<file path="src/rtl/fine_fifo_reader_pkg.sv">
// Shared constants and types for the fine-sync FIFO reader.
// CP handling is selected by the FINE_READER_CP_STRIP_EN macro in fine_fifo_reader.sv.
package fine_fifo_reader_pkg;

    localparam int unsigned FIXED_POINT_WIDTH = 16;
    localparam int unsigned FIFO_DEPTH        = 220;
    localparam int unsigned SYM_LEN           = 64;
    localparam int unsigned CP_LEN            = 16;

    // Read tag carried by the pending register: {discard, first, last, idx}.
    localparam int unsigned TAG_W      = 11;
    // Tag bits carried through the skid buffer alongside data: {first, last, idx}.
    localparam int unsigned SKID_TAG_W = 10;

    typedef enum logic [2:0] {
        StIdle  = 3'd0,
        StSkip  = 3'd1,
        StCp    = 3'd2,
        StSym   = 3'd3,
        StDrain = 3'd4
    } state_e;

    typedef struct packed {
        logic       valid;
        logic       discard;
        logic       first;
        logic       last;
        logic [7:0] idx;
    } pend_t;

endpackage

</file>
<file path="src/rtl/fine_skid_buf.sv">
// Two-entry valid/ready buffer for forwarded samples and their tags; head is always the
// registered oldest entry so outputs stay stable under back-pressure.
module fine_skid_buf
    import fine_fifo_reader_pkg::*;
#(
    parameter int unsigned DATA_W = FIXED_POINT_WIDTH
) (
    input  logic                         clk,
    input  logic                         rst_n,
    input  logic                         push,
    input  logic [DATA_W+SKID_TAG_W-1:0] push_data,
    input  logic                         pop,
    output logic [DATA_W+SKID_TAG_W-1:0] head_data,
    output logic                         head_valid,
    output logic [1:0]                   count
);

    logic [DATA_W+SKID_TAG_W-1:0] head_q, tail_q;
    logic [1:0]                   cnt_q;
    logic                         pop_eff;

    assign pop_eff = pop && (cnt_q != 2'd0);

    always_ff @(posedge clk) begin
        if (!rst_n) begin
            head_q <= '0;
            tail_q <= '0;
            cnt_q  <= 2'd0;
        end else begin
            case ({push, pop_eff})
                2'b10: begin
                    if (cnt_q == 2'd0) begin
                        head_q <= push_data;
                        cnt_q  <= 2'd1;
                    end else if (cnt_q == 2'd1) begin
                        tail_q <= push_data;
                        cnt_q  <= 2'd2;
                    end
                end
                2'b01: begin
                    if (cnt_q == 2'd2) begin
                        head_q <= tail_q;
                    end
                    cnt_q <= cnt_q - 2'd1;
                end
                2'b11: begin
                    if (cnt_q == 2'd1) begin
                        head_q <= push_data;
                    end else begin
                        head_q <= tail_q;
                        tail_q <= push_data;
                    end
                end
                default: ;
            endcase
        end
    end

    assign head_data  = head_q;
    assign head_valid = (cnt_q != 2'd0);
    assign count      = cnt_q;

endmodule

</file>
<file path="src/rtl/fine_fifo_reader.sv">
// Read-side controller for the fine-sync sample FIFO: skips the timing offset, then per symbol
// handles the CP and forwards payload. FINE_READER_CP_STRIP_EN drops CP samples when defined.
module fine_fifo_reader
    import fine_fifo_reader_pkg::*;
#(
    parameter int unsigned DATA_W  = FIXED_POINT_WIDTH,
    parameter int unsigned SYM_LEN = fine_fifo_reader_pkg::SYM_LEN,
    parameter int unsigned CP_LEN  = fine_fifo_reader_pkg::CP_LEN,
    parameter int unsigned CNT_W   = 9
) (
    input  logic              clk,
    input  logic              rst_n,
    input  logic              start,
    input  logic [CNT_W-1:0]  timing_offset,
    input  logic [7:0]        n_sym,
    input  logic              fifo_empty,
    input  logic [CNT_W-1:0]  fifo_count,
    input  logic [DATA_W-1:0] fifo_dout,
    input  logic              fifo_r_valid,
    output logic              fifo_r_en,
    output logic [DATA_W-1:0] sym_data,
    output logic              sym_valid,
    input  logic              sym_ready,
    output logic              sym_first,
    output logic              sym_last,
    output logic [7:0]        sym_idx,
    output logic              busy,
    output logic              done
);

    state_e           state;
    logic [8:0]       phase;
    logic [7:0]       sym_cnt;
    logic [CNT_W-1:0] off_q;
    logic [7:0]       nsym_q;
    pend_t            pend;

    logic       pop, push, fwd_pend, credit_ok, in_read, phase_end;
    logic       rd_discard, rd_first, rd_last;
    logic [1:0] skid_cnt;
    logic [2:0] occ;
    logic       unused_fifo_count;

    assign unused_fifo_count = ^fifo_count;

    assign pop      = sym_valid && sym_ready;
    assign fwd_pend = pend.valid && !pend.discard;
    assign occ      = {1'b0, skid_cnt} + {2'b00, fwd_pend};
    // Skid occupancy plus the in-flight forward read must leave room after this cycle's pop.
    assign credit_ok = occ < (3'd2 + {2'b00, pop});
    assign in_read   = (state == StSkip) || (state == StCp) || (state == StSym);
    assign fifo_r_en = in_read && !fifo_empty && (rd_discard || credit_ok);

    always_comb begin
        rd_discard = 1'b0;
        rd_first   = 1'b0;
        rd_last    = 1'b0;
        phase_end  = 1'b0;
        case (state)
            StSkip: begin
                rd_discard = 1'b1;
                phase_end  = (phase == 9'(off_q) - 9'd1);
            end
            StCp: begin
`ifdef FINE_READER_CP_STRIP_EN
                rd_discard = 1'b1;
`else
                rd_first   = (phase == 9'd0);
`endif
                phase_end  = (phase == 9'(CP_LEN - 1));
            end
            StSym: begin
`ifdef FINE_READER_CP_STRIP_EN
                rd_first   = (phase == 9'd0);
`endif
                rd_last    = (phase == 9'(SYM_LEN - 1));
                phase_end  = rd_last;
            end
            default: ;
        endcase
    end

    assign push = fifo_r_valid && pend.valid && !pend.discard;

    always_ff @(posedge clk) begin
        if (!rst_n) begin
            state   <= StIdle;
            phase   <= 9'd0;
            sym_cnt <= 8'd0;
            off_q   <= '0;
            nsym_q  <= 8'd0;
            busy    <= 1'b0;
            done    <= 1'b0;
            pend    <= '0;
        end else begin
            done <= 1'b0;
            // Every issued read returns exactly one cycle later, so the tag lives one cycle.
            pend <= fifo_r_en ? pend_t'{1'b1, rd_discard, rd_first, rd_last, sym_cnt} : '0;
            case (state)
                StIdle: begin
                    if (start) begin
                        off_q   <= timing_offset;
                        nsym_q  <= n_sym;
                        busy    <= 1'b1;
                        phase   <= 9'd0;
                        sym_cnt <= 8'd0;
                        if (n_sym == 8'd0) begin
                            state <= StDrain;
                        end else if (timing_offset != '0) begin
                            state <= StSkip;
                        end else begin
                            state <= StCp;
                        end
                    end
                end
                StSkip, StCp, StSym: begin
                    if (fifo_r_en) begin
                        if (phase_end) begin
                            phase <= 9'd0;
                            if (state == StSkip) begin
                                state <= StCp;
                            end else if (state == StCp) begin
                                state <= StSym;
                            end else begin
                                sym_cnt <= sym_cnt + 8'd1;
                                state   <= (sym_cnt + 8'd1 == nsym_q) ? StDrain : StCp;
                            end
                        end else begin
                            phase <= phase + 9'd1;
                        end
                    end
                end
                StDrain: begin
                    if (!pend.valid && (skid_cnt == 2'd0 || (skid_cnt == 2'd1 && pop))) begin
                        done  <= 1'b1;
                        busy  <= 1'b0;
                        state <= StIdle;
                    end
                end
                default: state <= StIdle;
            endcase
        end
    end

    fine_skid_buf #(
        .DATA_W (DATA_W)
    ) u_skid (
        .clk        (clk),
        .rst_n      (rst_n),
        .push       (push),
        .push_data  ({fifo_dout, pend.first, pend.last, pend.idx}),
        .pop        (pop),
        .head_data  ({sym_data, sym_first, sym_last, sym_idx}),
        .head_valid (sym_valid),
        .count      (skid_cnt)
    );

endmodule

</file>
<file path="config.mk">
export PLATFORM = sky130hd
export DESIGN_NAME = fine_fifo_reader
export DESIGN_NICKNAME = d
export VERILOG_FILES = /design/src/rtl/fine_fifo_reader_pkg.sv /design/src/rtl/fine_skid_buf.sv /design/src/rtl/fine_fifo_reader.sv
export SDC_FILE = /design/constraint.sdc
export NUM_CORES = 1
export LEC_CHECK = 0
export CORE_UTILIZATION = 35
export CTS_CLUSTER_DIAMETER = 30
export DETAILED_ROUTE_END_ITERATION = 10
export PLACE_DENSITY = 0.55
export SLEW_MARGIN = 15
export SYNTH_ARGS = -nofsm -noshare
export SYNTH_HDL_FRONTEND = slang
export SYNTH_HIERARCHICAL = 1
export SYNTH_SLANG_ARGS = --single-unit
</file>
<file path="constraint.sdc">
create_clock -name clk -period 5.5 [get_ports clk]
set_input_delay 0.55 -clock clk [delete_from_list [all_inputs] [get_ports clk]]
set_output_delay 0.55 -clock clk [all_outputs]
set_load 0.005 [all_outputs]
</file>
==> qor.csv <==
metric,value,unit
start_kind,flip-flop,
final_net_count,745,
reg2reg_setup_slack,2080,ps
htreeDepth,3,
ys_ff_latch,105,
tns,0,ps
vias,4691,
relSlewSlack,24.5,%
place.gp.congestion,0.784,
cap_violations,0,
slew_violations,0,
timing.rr.end,phase[5],
crit_type,reg2out,
cts_buffers,9,
ys_seq_area_share,39.1,%
area_growth,19.1,%
grtUsageTotal,16.6,%
syn-num-nets,708,
die_h,126,um
cts_tree,yes,
postCtsSetupBuffers,0,
ant_nets,0,
grt_pass1_wl,21400,um
cts.sinks,105,
period_share,70.0,%
first_pass_iters,4,
overflow,0,
drt-total-wl,13000,um
core-area,14800,um2
r2r_cells,11,
initial_core_util,36.4,%
rsz0062_at_grt,false,
die_w,126,um
crit_arrival,3300,ps
io-pin-count,78,
drc_errors,0,
hold_violations,0,
worstMarginPinSlew,1130,ps
final_area,6400,um2
vias_per_cell,5.36,
hold_buffers,0,
synth_edf_count,0,
dp.cells,860,
outcome,completed,
clk_pin_slew,70,ps
critPathMaxFanout,14,
cts-resized-gates,0,
portBuffers,68,
fin_cells,876,
routedWlPerCell,14.8,um
rr_startpoint,u_skid/count[0],
startpoint,u_skid/count[0],
synthTopCellsByCount,"nand2_1 (122), dfxtp_1 (105), a21oi_1 (38)",
pwr_density_cell,267,nW/um2
synth_most_common_cell,nand2_1,
layout_min_cycle_time,3850,ps
clock_path_buffers,2,
rows,44,
syn_inst,650,
ctsRootBufferMaster,clkbuf_16,
placed_area,6120,um2
first_iter_violations,311,
ir_drop,0.000162,V
grt_max_degree,95,
ys.flop_type,dfxtp_1,
synthTopCellsByArea,"dfxtp_1 (39%), nand2_1 (8.5%), and3_1 (4.1%)",
syn_area,5370,um2
diodes,0,
synth_top_area_share,39.1,%
crit_path_end_kind,primary output,
hold_slack,449,ps
drive_above_1_share,6.21,%
yosys_warnings,6,
ys_async_sr_fraction,0,%
cp.required,4950,ps
skew,9.37,ps
first_global_vias,4385,
dpl.hpwl,8550,um
clk_latency,360,ps
antenna_found_initial,0,
timing.fmax,0.260,GHz
report.final.setup_viol,0,
holdCritPathClass,reg2reg,
yosysTopAreaCell,dfxtp_1,
ys_types,64,
crit_end,fifo_r_en,
avgSynthCellArea,8.27,um2
p_leak,0.00234,uW
die_area,15800,um2
## flip-flops by register name, summed over array words and instances (netlist names)
register          flops
u_skid/tail_q        26
pend                 12
done                  1
u_skid/head_data     26
nsym_q                8
off_q                 9
u_skid/count          2
phase                 9
sym_cnt               8
state                 3
busy                  1
## final cells by class
type / count / area [um2]
repair buffers: 75 / 728
well taps: 184 / 230
fillers: 1485 / 8360
inverters: 13 / 48.8
clock buffers: 10 / 229
multi-input cells: 483 / 3010
clock inverters: 6 / 47.5
flip-flops and latches: 105 / 2100
## per-stage QoR
step	util, %	setup slack (ps)	power (uW)
2_1_floorplan	-	2600	1010
3_3_place_gp	41.5	1900	1110
3_5_place_dp	41.5	1880	1110
4_1_cts	43.4	1590	1740
5_1_grt	43.4	1380	1790
6_report	43.4	1650	1710
## worst min-delay path by stage
stage                     slack, ps  cells after the start              start                 to
after floorplan                 430                      2            pend[2]   u_skid/tail_q[2]
after global placement          440                      2            pend[2]   u_skid/tail_q[2]
after detailed placement        440                      2  u_skid/tail_q[23]  u_skid/tail_q[23]
after CTS                       450                      2            pend[2]   u_skid/tail_q[2]
after global routing            470                      2  u_skid/tail_q[23]  u_skid/tail_q[23]
final                           450                      2            pend[2]   u_skid/tail_q[2]
## cell usage in the layout (no fill, tap or decap), drive strengths merged, types with 2 or more instances in the layout
| cell | instances |
|---|---|
| nor3 | 11 |
| o21a | 2 |
| nor4 | 8 |
| buf | 8 |
| clkinv | 2 |
| clkbuf | 10 |
| clkdlybuf4s50 | 67 |
| a21o | 3 |
| a21boi | 25 |
| nand3 | 13 |
| nand2 | 122 |
| ha | 10 |
| a21oi | 38 |
| o21ai | 17 |
| xnor2 | 22 |
| dfxtp | 105 |
| nor2 | 26 |
| and3 | 35 |
| nand4b | 2 |
| inv | 16 |
| a31oi | 3 |
| nand2b | 9 |
| or4b | 2 |
| mux2i | 9 |
| nor3b | 4 |
| o2111ai | 2 |
| xor2 | 12 |
| o211ai | 22 |
| o22ai | 22 |
| nand3b | 4 |
| a211oi | 24 |
| nand4 | 4 |
| nor2b | 8 |
| a2111oi | 2 |
## critical path, stage by stage (launching register included)
cell and delay [ps]:
dfxtp_1 480, inv_1 130, ha_1 300, inv_1 100, nand3b_1 80, a21o_1 210, a2111oi_2 970, clkdlybuf4s50_1 670
## cell families (layout without fill, tap and decap cells)
| family | count (synthesis) | count (layout) | share of synthesized area (%) |
|---|---|---|---|
| and+or+nand+nor | 257 | 257 | 23.7 |
| AOI/OAI and AO/OA | 173 | 173 | 22.6 |
| DFF | 105 | 105 | 39.1 |
| buffers and inverters | 62 | 104 | 4.98 |
| xor gates and xnor gates | 34 | 34 | 5.54 |
| adders and majority gates | 10 | 10 | 2.33 |
| muxes | 9 | 9 | 1.68 |
## metal layers
layer,wire length (um),vias up,global-route usage [%]
li1,-,2397,-
met1,6200,2198,21.1
met2,6080,84,27.9
met3,564,12,4.16
met4,161,0,4.61
met5,0,-,0
## where the power goes
| group | internal (uW) | switching, uW | leakage [uW] |
|---|---|---|---|
| sequential | 783 | 27.5 | 0.000850 |
| combinational | 127 | 155 | 0.00136 |
| clock | 313 | 302 | 0.000134 |
Note: power is estimated with default switching activity, not from simulation.
